[config.mk]
export PLATFORM = sky130hd
export DESIGN_NAME = line_sprite_scheduler_flat
export DESIGN_NICKNAME = d
export VERILOG_FILES = /design/src/rtl/line_sprite_scheduler_pkg.sv /design/src/rtl/line_sprite_scheduler_if.sv /design/src/rtl/line_sprite_scheduler_slot_tracker.sv /design/src/rtl/line_sprite_scheduler.sv /design/src/flat_wrapper.sv
export SDC_FILE = /design/constraint.sdc
export NUM_CORES = 1
export LEC_CHECK = 0
export ABC_AREA = 1
export CAP_MARGIN = 25
export CELL_PAD_IN_SITES_DETAIL_PLACEMENT = 1
export CELL_PAD_IN_SITES_GLOBAL_PLACEMENT = 1
export CORE_ASPECT_RATIO = 0.75
export CORE_MARGIN = 5
export CORE_UTILIZATION = 41
export CTS_CLUSTER_SIZE = 20
export DETAILED_ROUTE_END_ITERATION = 8
export GPL_TIMING_DRIVEN = 1
export PLACE_DENSITY_LB_ADDON = 0.1
export SLEW_MARGIN = 10
export SYNTH_ARGS = -nofsm -noshare
export SYNTH_HDL_FRONTEND = slang
export SYNTH_SLANG_ARGS = --single-unit
[constraint.sdc]
create_clock -name row_Clk -period 17.1 [get_ports row_Clk]
set_input_delay 2.565 -clock row_Clk [delete_from_list [all_inputs] [get_ports row_Clk]]
set_output_delay 2.565 -clock row_Clk [all_outputs]
set_load 0.02 [all_outputs]
[src/rtl/line_sprite_scheduler_pkg.sv]
`default_nettype none
// ============================================================================
// Module      : sprite_sched_pkg
// Description : Shared types and defaults for the per-scanline sprite
//               scheduler (slot state, shadowed slot configuration).
// Revision    : 1.0 - initial release
// ============================================================================
package sprite_sched_pkg;

  localparam int NUM_SLOTS_DEF = 4;
  localparam int VLINES_DEF    = 525;
  localparam int VISIBLE_DEF   = 480;
  localparam int ROW_W         = 10;
  localparam int ADDR_W        = 18;

  typedef enum logic [1:0] {
    IDLE   = 2'd0,
    ACTIVE = 2'd1,
    DONE   = 2'd2
  } slot_state_t;

  typedef struct packed {
    logic              en;
    logic [ROW_W-1:0]  y;
    logic [7:0]        h;
    logic [7:0]        w;
    logic [ADDR_W-1:0] base;
  } slot_cfg_t;

endpackage
`default_nettype wire

[src/rtl/line_sprite_scheduler_if.sv]
`default_nettype none
// ============================================================================
// Module      : line_sprite_scheduler_if
// Description : Slot configuration inputs and per-line schedule outputs of
//               the sprite scheduler. master = game logic / line writer side,
//               slave = scheduler.
// Revision    : 1.0 - initial release
// ============================================================================
interface line_sprite_scheduler_if #(
  parameter int NUM_SLOTS = 4
);
  logic [NUM_SLOTS-1:0]    slot_en;
  logic [NUM_SLOTS*10-1:0] slot_y;
  logic [NUM_SLOTS*8-1:0]  slot_h;
  logic [NUM_SLOTS*8-1:0]  slot_w;
  logic [NUM_SLOTS*18-1:0] slot_base;

  logic [9:0]              row;
  logic [9:0]              line_y;
  logic [NUM_SLOTS-1:0]    line_active;
  logic [NUM_SLOTS*18-1:0] line_addr;
  logic [2:0]              line_count;
  logic                    frame_latch;

  modport master (
    output slot_en, slot_y, slot_h, slot_w, slot_base,
    input  row, line_y, line_active, line_addr, line_count, frame_latch
  );

  modport slave (
    input  slot_en, slot_y, slot_h, slot_w, slot_base,
    output row, line_y, line_active, line_addr, line_count, frame_latch
  );
endinterface
`default_nettype wire

[src/rtl/line_sprite_scheduler_slot_tracker.sv]
`default_nettype none
// ============================================================================
// Module      : sprite_slot_tracker
// Description : One sprite slot. Holds the per-frame shadow configuration and
//               walks the sprite-ROM row address while the sprite covers the
//               line being prepared.
// Revision    : 1.0 - initial release
// ============================================================================
module sprite_slot_tracker
  import sprite_sched_pkg::*;
#(
  parameter int VISIBLE = VISIBLE_DEF
) (
  input  logic              row_Clk,
  input  logic              Reset,
  input  slot_cfg_t         cfg_i,
  input  logic [ROW_W-1:0]  n_i,          // line being prepared after this edge
  input  logic              snapshot_i,
  output logic              active_o,
  output logic [ADDR_W-1:0] addr_o,
  output logic              active_nxt_o  // feeds the registered popcount
);

  localparam logic [ROW_W-1:0] c_VISIBLE = ROW_W'(VISIBLE);

  slot_cfg_t         cfg_q,       cfg_d;
  slot_state_t       state_q,     state_d;
  logic [ADDR_W-1:0] addr_q,      addr_d;
  logic [7:0]        rows_left_q, rows_left_d;
  logic              active_q;
  logic [ADDR_W-1:0] addr_out_q;

  // Next-state: snapshot reloads the shadow and rearms; otherwise step the slot.
  always_comb begin
    cfg_d       = cfg_q;
    state_d     = state_q;
    addr_d      = addr_q;
    rows_left_d = rows_left_q;
    if (snapshot_i) begin
      cfg_d   = cfg_i;
      state_d = IDLE;
    end else begin
      case (state_q)
        IDLE: begin
          if (cfg_q.en && (cfg_q.h != 8'd0) && (cfg_q.y < c_VISIBLE) &&
              (n_i == cfg_q.y)) begin
            state_d     = ACTIVE;
            addr_d      = cfg_q.base;
            rows_left_d = cfg_q.h;
          end
        end
        ACTIVE: begin
          // Last sprite row already shown, or sprite runs off the bottom.
          if ((rows_left_q == 8'd1) || (n_i >= c_VISIBLE)) begin
            state_d = DONE;
          end else begin
            // Width doubles as the ROM row stride; 18-bit wrap is intended.
            addr_d      = addr_q + {{(ADDR_W-8){1'b0}}, cfg_q.w};
            rows_left_d = rows_left_q - 8'd1;
          end
        end
        DONE:    state_d = DONE;
        default: state_d = IDLE;
      endcase
    end
  end

  assign active_nxt_o = (state_d == ACTIVE);

  // Slot state and registered outputs; address is forced to 0 when inactive.
  always_ff @(posedge row_Clk or posedge Reset) begin
    if (Reset) begin
      cfg_q       <= '0;
      state_q     <= IDLE;
      addr_q      <= '0;
      rows_left_q <= '0;
      active_q    <= 1'b0;
      addr_out_q  <= '0;
    end else begin
      cfg_q       <= cfg_d;
      state_q     <= state_d;
      addr_q      <= addr_d;
      rows_left_q <= rows_left_d;
      active_q    <= (state_d == ACTIVE);
      addr_out_q  <= (state_d == ACTIVE) ? addr_d : '0;
    end
  end

  assign active_o = active_q;
  assign addr_o   = addr_out_q;

endmodule
`default_nettype wire

[src/rtl/line_sprite_scheduler.sv]
`default_nettype none
// ============================================================================
// Module      : line_sprite_scheduler
// Description : Per-scanline sprite scheduler. Row counter, once-per-frame
//               snapshot strobe at the start of vertical blank, one tracker
//               per slot, and the registered active-slot popcount.
// Revision    : 1.0 - initial release
// ============================================================================
module line_sprite_scheduler
  import sprite_sched_pkg::*;
#(
  parameter int NUM_SLOTS = NUM_SLOTS_DEF,
  parameter int VLINES    = VLINES_DEF,
  parameter int VISIBLE   = VISIBLE_DEF
) (
  input  logic                    row_Clk,
  input  logic                    Reset,
  line_sprite_scheduler_if.slave  bus
);

  localparam logic [ROW_W-1:0] c_LAST    = ROW_W'(VLINES - 1);
  localparam logic [ROW_W-1:0] c_VISIBLE = ROW_W'(VISIBLE);

  logic [ROW_W-1:0]            row_q,    row_d;
  logic [ROW_W-1:0]            line_y_q, line_y_d;
  logic                        frame_latch_q;
  logic [2:0]                  line_count_q, line_count_d;
  logic                        w_snapshot;
  logic [NUM_SLOTS-1:0]        w_active;
  logic [NUM_SLOTS-1:0]        w_active_nxt;
  logic [NUM_SLOTS*ADDR_W-1:0] w_addr;

  // Next row, the line it prepares, and the vertical-blank snapshot strobe.
  always_comb begin
    row_d      = (row_q == c_LAST) ? '0 : row_q + 10'd1;
    line_y_d   = (row_d == c_LAST) ? '0 : row_d + 10'd1;
    w_snapshot = (row_d == c_VISIBLE);
  end

  // Population count of the slots that will be active after this edge.
  always_comb begin
    line_count_d = '0;
    for (int i = 0; i < NUM_SLOTS; i++) begin
      line_count_d = line_count_d + {2'b00, w_active_nxt[i]};
    end
  end

  // Row counter and frame-level output registers.
  always_ff @(posedge row_Clk or posedge Reset) begin
    if (Reset) begin
      row_q         <= '0;
      line_y_q      <= 10'd1;
      frame_latch_q <= 1'b0;
      line_count_q  <= '0;
    end else begin
      row_q         <= row_d;
      line_y_q      <= line_y_d;
      frame_latch_q <= w_snapshot;
      line_count_q  <= line_count_d;
    end
  end

  generate
    for (genvar i = 0; i < NUM_SLOTS; i++) begin : g_slot
      slot_cfg_t w_cfg;
      assign w_cfg.en   = bus.slot_en[i];
      assign w_cfg.y    = bus.slot_y[i*10 +: 10];
      assign w_cfg.h    = bus.slot_h[i*8 +: 8];
      assign w_cfg.w    = bus.slot_w[i*8 +: 8];
      assign w_cfg.base = bus.slot_base[i*18 +: 18];

      sprite_slot_tracker #(
        .VISIBLE (VISIBLE)
      ) u_tracker (
        .row_Clk      (row_Clk),
        .Reset        (Reset),
        .cfg_i        (w_cfg),
        .n_i          (line_y_d),
        .snapshot_i   (w_snapshot),
        .active_o     (w_active[i]),
        .addr_o       (w_addr[i*ADDR_W +: ADDR_W]),
        .active_nxt_o (w_active_nxt[i])
      );
    end
  endgenerate

  assign bus.row         = row_q;
  assign bus.line_y      = line_y_q;
  assign bus.line_active = w_active;
  assign bus.line_addr   = w_addr;
  assign bus.line_count  = line_count_q;
  assign bus.frame_latch = frame_latch_q;

endmodule
`default_nettype wire

[src/flat_wrapper.sv]
// flat-port wrapper written by rule: the top's interface ports become plain ports
module line_sprite_scheduler_flat import sprite_sched_pkg::*;
#(
  parameter int NUM_SLOTS = NUM_SLOTS_DEF,
  parameter int VLINES    = VLINES_DEF,
  parameter int VISIBLE   = VISIBLE_DEF
)
  (row_Clk, Reset, bus_slot_en, bus_slot_y, bus_slot_h, bus_slot_w, bus_slot_base, bus_row, bus_line_y, bus_line_active, bus_line_addr, bus_line_count, bus_frame_latch);
  line_sprite_scheduler_if #(.NUM_SLOTS(NUM_SLOTS)) bus_i ();
  input  logic row_Clk;
  input  logic Reset;
  input wire logic [$bits(bus_i.slot_en)-1:0] bus_slot_en;
  input wire logic [$bits(bus_i.slot_y)-1:0] bus_slot_y;
  input wire logic [$bits(bus_i.slot_h)-1:0] bus_slot_h;
  input wire logic [$bits(bus_i.slot_w)-1:0] bus_slot_w;
  input wire logic [$bits(bus_i.slot_base)-1:0] bus_slot_base;
  output wire logic [$bits(bus_i.row)-1:0] bus_row;
  output wire logic [$bits(bus_i.line_y)-1:0] bus_line_y;
  output wire logic [$bits(bus_i.line_active)-1:0] bus_line_active;
  output wire logic [$bits(bus_i.line_addr)-1:0] bus_line_addr;
  output wire logic [$bits(bus_i.line_count)-1:0] bus_line_count;
  output wire logic [$bits(bus_i.frame_latch)-1:0] bus_frame_latch;
  assign bus_i.slot_en = bus_slot_en;
  assign bus_i.slot_y = bus_slot_y;
  assign bus_i.slot_h = bus_slot_h;
  assign bus_i.slot_w = bus_slot_w;
  assign bus_i.slot_base = bus_slot_base;
  assign bus_row = bus_i.row;
  assign bus_line_y = bus_i.line_y;
  assign bus_line_active = bus_i.line_active;
  assign bus_line_addr = bus_i.line_addr;
  assign bus_line_count = bus_i.line_count;
  assign bus_frame_latch = bus_i.frame_latch;
  line_sprite_scheduler #(.NUM_SLOTS(NUM_SLOTS), .VLINES(VLINES), .VISIBLE(VISIBLE)) u_core (.row_Clk(row_Clk), .Reset(Reset), .bus(bus_i));
endmodule
; After elaboration in Yosys (flattened, before gate mapping)
; Index checks and enable logic that the tools add are counted.
[op_classes]
n_addsub = 13
order_cmp = 5
reduce_logical = 32
mux = 50
n_eq_ne = 31
bitwise_logic = 1
[op_table]
columns = operator, n
row1 = two-way mux 18 bit, 16
row2 = case mux 18 bit (2 select lines), 4
row3 = adder 18 x 8 -> 18 bit, 4
row4 = two-way mux 8 bit, 8
row5 = case mux 8 bit (2 select lines), 4
row6 = == test 10 bit, 4
row7 = "< comparator 10 x 9 -> 1 bit, second input constant", 4
row8 = "== test 8 x 1 -> 1 bit, second input constant", 4
row9 = nonzero test 8 bit, 4
row10 = "subtractor 8 x 1 -> 8 bit, second input constant", 4
row11 = two-way mux 2 bit, 12
row12 = case mux 2 bit (3 select lines), 4
row13 = "adder 10 x 1 -> 10 bit, second input constant", 2
row14 = "== test 10 bit, second input constant", 2
row15 = two-way mux 10 bit, 2
row16 = "== test 2 x 1 -> 1 bit, second input constant", 8
row17 = "!= test 2 bit, second input constant", 8
row18 = AND reduction 4 bit, 4
row19 = logical AND 1 bit, 12
row20 = "== test 10 x 9 -> 1 bit, second input constant", 1
row21 = ">= comparator 10 x 9 -> 1 bit, second input constant", 1
row22 = "== test 2 bit, second input constant", 4
row23 = logical NOT 2 bit, 4
row24 = nonzero test 2 bit, 4
row25 = other kinds (4), 8
[totals]
register_bits = 392
inputBits = 182

; Longest topological paths before layout
[depth]
ltp_word = 13
depth_mapped = 24
ltp_nobuf = 22

; Cells and area by module
; Synthesis repeated with hierarchy kept, for this count alone.
[hier_totals]
hier_cells = 3083
hier_area_um2 = 22108.7
[by_module_without_submodules]
columns = module, seq_area_each_um2, area_per_inst_um2, cells_per_inst, instances
row1 = sprite_slot_tracker (u_core.g_slot[1].u_tracker ...), 2302.2, 5261.3, 733, 2
row2 = sprite_slot_tracker (u_core.g_slot[0].u_tracker), 2302.2, 5128.7, 734, 1
row3 = sprite_slot_tracker (u_core.g_slot[3].u_tracker), 2302.2, 5061.1, 707, 1
row4 = line_sprite_scheduler, 601.8, 1396.3, 176, 1

; Worst setup path before layout
; OpenSTA, ideal clock, no wires.
[synth_path]
path_type = register to register
startpoint = register u_core.row_q[0] (netlist: u_core.bus.row[0])
endpoint = register u_core.line_count_q[1] (netlist: u_core.bus.line_count[1])
setup_time_ns = 0.126
period_less_slack_ns = 3.709
stages_incl_launch_ff = 24
setup_slack_ns = 13.391
n_path_buf = 2
arrival_time_ns = 3.583
cell_sequence = dfrtp_1 > inv_1 > ha_1 > nand4_1 > nor2_1 > nor2_1 > inv_1 > ha_1 > inv_1 > nor2_1 > nand3_2 > buf_6 > nand2_1 > nand2_1 > nand2_1 > nor2_1 > nand2_1 > nor2_4 > nand3_1 > buf_2 > nand2_1 > ha_1 > fa_1 > ha_1
[synth_via]
elab_chain_len = 13
elab_cells_between_ends = 43
cone_classes = 5 x add/sub / 1 x order compare / 11 x eq/ne / 18 x mux / 8 x reduce/logical
[synth_rtl]
columns = item, line
row1 = "start, declared", line_sprite_scheduler.sv:24  ; logic [ROW_W-1:0] row_q, row_d;
row2 = "start signal, assigned", line_sprite_scheduler.sv:56  ; row_q <= row_d;
row3 = adder 10 x 1 -> 10 bit / == test 10 bit (equally long branches), line_sprite_scheduler.sv:35  ; row_d = (row_q == c_LAST) ? '0 : row_q + 10'd1;
row4 = two-way mux 10 bit (*), line_sprite_scheduler.sv:35
row5 = net u_core.row_d[0], line_sprite_scheduler.sv:24
row6 = adder 10 x 1 -> 10 bit / == test 10 bit (equally long branches), line_sprite_scheduler.sv:36  ; line_y_d = (row_d == c_LAST) ? '0 : row_d + 10'd1;
row7 = two-way mux 10 bit, line_sprite_scheduler.sv:36
row8 = >= comparator 10 x 9 -> 1 bit / == test 10 bit (equally long branches), "line_sprite_scheduler_slot_tracker.sv:54, line_sprite_scheduler_slot_tracker.sv:46"
row9 = logical OR 1 bit / logical AND 1 bit (equally long branches), "line_sprite_scheduler_slot_tracker.sv:54, line_sprite_scheduler_slot_tracker.sv:45"
row10 = "two-way mux 2 bit, on equally long branches", "line_sprite_scheduler_slot_tracker.sv:54, line_sprite_scheduler_slot_tracker.sv:45"
row11 = case mux 2 bit (3 select lines), line_sprite_scheduler_slot_tracker.sv:43  ; case (state_q)
row12 = two-way mux 2 bit (*), line_sprite_scheduler_slot_tracker.sv:39  ; if (snapshot_i) begin
row13 = == test 2 x 1 -> 1 bit (*), line_sprite_scheduler_slot_tracker.sv:68  ; assign active_nxt_o = (state_d == ACTIVE);
row14 = net u_core.g_slot[1].u_tracker.active_nxt_o, line_sprite_scheduler_slot_tracker.sv:21  ; output logic active_nxt_o
row15 = adder 1 x 1 -> 2 bit (*), line_sprite_scheduler.sv:44  ; line_count_d = line_count_d + {2'b00, w_active_nxt[i]};
row16 = adder 3 x 1 -> 3 bit (*) (2 in a row), line_sprite_scheduler.sv:44
row17 = net u_core.line_count_d[1], line_sprite_scheduler.sv:27  ; logic [2:0] line_count_q, line_count_d;
row18 = "end signal, assigned", line_sprite_scheduler.sv:59  ; line_count_q <= line_count_d;
row19 = "end, declared", line_sprite_scheduler.sv:27
; Mark *: on every way through the listed nets, which the timed path passes. The rest lies on a longest branch.
; A chain may end at the register's enable or synchronous reset.

; Worst setup path in the final report
; Same ends and word-level chain as after synthesis.

==> flow_summary.ini <==
[status]
outcome = completed

[routing]
postRouteAntennaNets = 0
post-route-drc-count = 0
vias = 19300
dr.pass1.iters = 5
post_drt_via_cell_ratio = 5.25
postRouteWirelength_mm = 70.4
post_drt_wl_per_cell_um = 19.2
drtIter0Drc = 1033

[critical_path]
cpMostUsedCell = sky130_fd_sc_hd__nand2_1
path_class = reg2reg
crit_chain = inv_1 > ha_1 > nand4_1 > nor2_1 > nor2_1 > inv_1 > ha_1 > inv_1 > nor2_1 > nand3_2 > nand2_1 > nand2_1 > nand2_1 > nor2_1 > nand2_1 > nor2_4 > nand3_1 > nand2_1 > ha_1 > fa_1 > ha_1
required_ns = 17.55
timing.reg2reg.worst_path_depth = 21
timing.critical_path.fanout_max = 30
cp.arrival_ns = 5.55
ff2ff_setup_slack_ns = 11.99
cp_slowest_stage_delay_ns = 0.49
critical_path_s_slowest_cell = sky130_fd_sc_hd__nand3_1
critPathLaunchType = flop
kind_of_capture_point_of_the_worst_setup_path = flop
worst_r2r_end = u_core.bus.line_count[1]
worst_r2r_startpoint = u_core.bus.row[0]

[hold_path]
worstHoldEndpoint = u_core.g_slot[0].u_tracker.cfg_q[16]
worst_hold_path_type = reg2reg
min_from = u_core.g_slot[0].u_tracker.cfg_q[16]
hold-path-cell-count = 2

[yosys]
synthesis.area_per_instance_um2 = 7.65
yosys.cell_types.count = 47
share_of_synthesized_registers_carrying_an_async_set_or_reset = 1.00
top_cells_by_instance_count_after_synthesis = sky130_fd_sc_hd__nand2_1, sky130_fd_sc_hd__dfrtp_1, sky130_fd_sc_hd__inv_1, sky130_fd_sc_hd__nand3_1, sky130_fd_sc_hd__nor2_1
yosys_most_used_dff = sky130_fd_sc_hd__dfrtp_1
synthMostInstantiatedCell = sky130_fd_sc_hd__nand2_1
yosys-top-cells-area = sky130_fd_sc_hd__dfrtp_1, sky130_fd_sc_hd__nand2_1, sky130_fd_sc_hd__inv_1, sky130_fd_sc_hd__nand3_1, sky130_fd_sc_hd__o21ai_0
mappedNetlistArea_mm2 = 0.0209
mappedNetlistNets = 2962
flip_flop_and_latch_count_after_synthesis = 392
post_synth_inst_count = 2729
synth_largest_type_area_fraction = 0.469
synth.yosys.seq_area_share = 0.470
synth_enable_flop_cells = 0
post-synth-top-area-cell = sky130_fd_sc_hd__dfrtp_1
synth_warnings = 0

[placement]
place.gp.congestion = 0.866
placed_cell_area_mm2 = 0.0242
hpwl_mm = 51.1
buffer_ports.inserted = 281

[timing]
setup_viol = 0
final.period_utilization = 0.299
final-hold-violation-count = 0
drv_slew = 0
tns_ns = 0
fin_skew_ns = 0.0146
max_freq_mhz = 196
worst_slew_margin_rel = 0.291
layout_min_cycle_time_ns = 5.11
worstMarginPinSlew_ns = 1.06
rsz0062_at_grt = false

[clocking]
cts_resized = 0
tritoncts = done
sinks_on_the_clock_net = 392
clk_pin_slew_worst_paths_ns = 0.06
htree_levels = 2
insertion_delay_ns = 0.57
post_cts.repair.setup_buffers = 0
tritoncts.num_buffers = 42
clock_root_buffer = sky130_fd_sc_hd__clkbuf_16
cts_hold_repair.buffers = 0
clk_path_buf_depth = 3

[final_layout]
layout.nets = 3215
antennaDiodeCount = 0
multi_input_area_mm2 = 0.00936
layout_filler_cell_count = 6133
final-seq-area_mm2 = 0.00981
finish.instance_area_mm2 = 0.0257
drive_gt1_frac = 0.0568
area.growth.synth_to_final_pct = 23.3

[global_routing]
antenna_found_initial = 3
number_of_global_route_vias_before_repair = 20600
sum_of_overflow_across_all_layers_after_global_routing = 0
grt_max_degree = 180
grt_util_all_layers = 0.251
grt_first_pass_wirelength_mm = 113

[floorplan]
fp.dieW_um = 270
rows = 71
placeableCoreArea_mm2 = 0.0503
pin_count = 282
total_die_area_mm2 = 0.0556
die_y_um = 205
floorplan.initialDensity = 0.415

[power_and_ir_drop]
ir_drop_mv = 0.0678
power.density_cell_area_mw_per_mm2 = 76.1
power.leakage_nw = 12.7

[run]
max_cap_violations = 0
==> logic make-up (layout without fill, tap and decap cells) <==
logic type | after synthesis | count (layout) | synth area share
AOI/OAI and AO/OA | 311 | 311 | 0.0857
adders and majority gates | 51 | 51 | 0.0324
DFF | 392 | 392 | 0.470
xor gates and xnor gates | 40 | 40 | 0.0168
and+or+nand+nor | 1503 | 1503 | 0.313
buffers and inverters | 432 | 715 | 0.0820
==> stage by stage <==
stage	total power, W	worst slack [ns]	hold WS [ns]	cells	utilization
after floorplan	0.000959	3.64	0.443	2729	-
after global placement	0.00101	11.29	0.464	3592	0.482
after detailed placement	0.00101	11.26	0.470	3592	0.482
after CTS	0.00198	11.83	0.487	3666	0.510
after global routing	0.00203	11.54	0.498	3669	0.512
final	0.00196	11.99	0.484	3669	0.512
==> sequential cells by signal (all words and copies together) (netlist names) <==
name and cells:
u_core.g_slot.u_tracker.state_q 8, u_core.bus.line_y 10, u_core.g_slot.u_tracker.cfg_q 180, u_core.bus.line_count 3
u_core.g_slot.u_tracker.active_o 4, u_core.bus.frame_latch 1, u_core.g_slot.u_tracker.rows_left_q 32, u_core.g_slot.u_tracker.addr_o 72
u_core.bus.row 10, u_core.g_slot.u_tracker.addr_q 72
==> final cells by class <==
cell class	instances	share of cell area
repair buffers	297	0.116
inverters	344	0.0508
clock inverters	14	0.00768
multi-input cells	1905	0.364
clock buffers	60	0.0483
flip-flops and latches	392	0.381
well taps	657	0.0320
==> cell usage in the layout (no fill, tap or decap), types with 17 or more instances in the layout <==
cell and count:
sky130_fd_sc_hd__a21oi_1 36, sky130_fd_sc_hd__clkdlybuf4s50_1 281, sky130_fd_sc_hd__a21o_1 33, sky130_fd_sc_hd__xor2_1 36
sky130_fd_sc_hd__dfrtp_1 391, sky130_fd_sc_hd__inv_1 325, sky130_fd_sc_hd__inv_2 17, sky130_fd_sc_hd__nand4_1 94
sky130_fd_sc_hd__nand3_1 206, sky130_fd_sc_hd__ha_1 46, sky130_fd_sc_hd__clkbuf_16 45, sky130_fd_sc_hd__nand2_1 919
sky130_fd_sc_hd__nor2_1 192, sky130_fd_sc_hd__o21ai_0 179
==> worst max-delay path, delay by kind of cell (launching register included) <==
family	cells	cell delay, ns
simple gates	13	2.74
fa+ha+maj	5	1.41
flops	1	0.45
buf+inv	3	0.36
==> worst max path at each step <==
stage	startpoint	end	slack [ns]	depth (start not counted)
4_1_cts	Reset	u_core.g_slot[0].u_tracker.addr_q[8]	11.83	4
5_1_grt	u_core.bus.row[0]	u_core.bus.line_count[1]	11.54	21
6_report	u_core.bus.row[0]	u_core.bus.line_count[1]	11.99	21
3_5_place_dp	Reset	u_core.g_slot[0].u_tracker.addr_q[8]	11.26	4
2_1_floorplan	Reset	u_core.bus.frame_latch	3.64	1
3_3_place_gp	Reset	u_core.g_slot[0].u_tracker.addr_q[14]	11.29	4
==> routing by layer <==
metal / part of all wire / GRT usage / wire (um) / up-vias
met2: 0.46 / 0.408 / 32200 / 352
met1: 0.48 / 0.356 / 33600 / 9595
met3: 0.047 / 0.0455 / 3310 / 86
met5: 0.00030 / 0 / 21 / -
li1: - / - / - / 9231
met4: 0.018 / 0.0519 / 1260 / 4
==> report_power, final <==
part	internal [W]	switching (W)
clock network	0.000580	0.000385
registers	0.000928	0
logic	0.0000379	0.0000271
total	0.00155	0.000412
No activity file was read; power rests on OpenSTA's default activity.
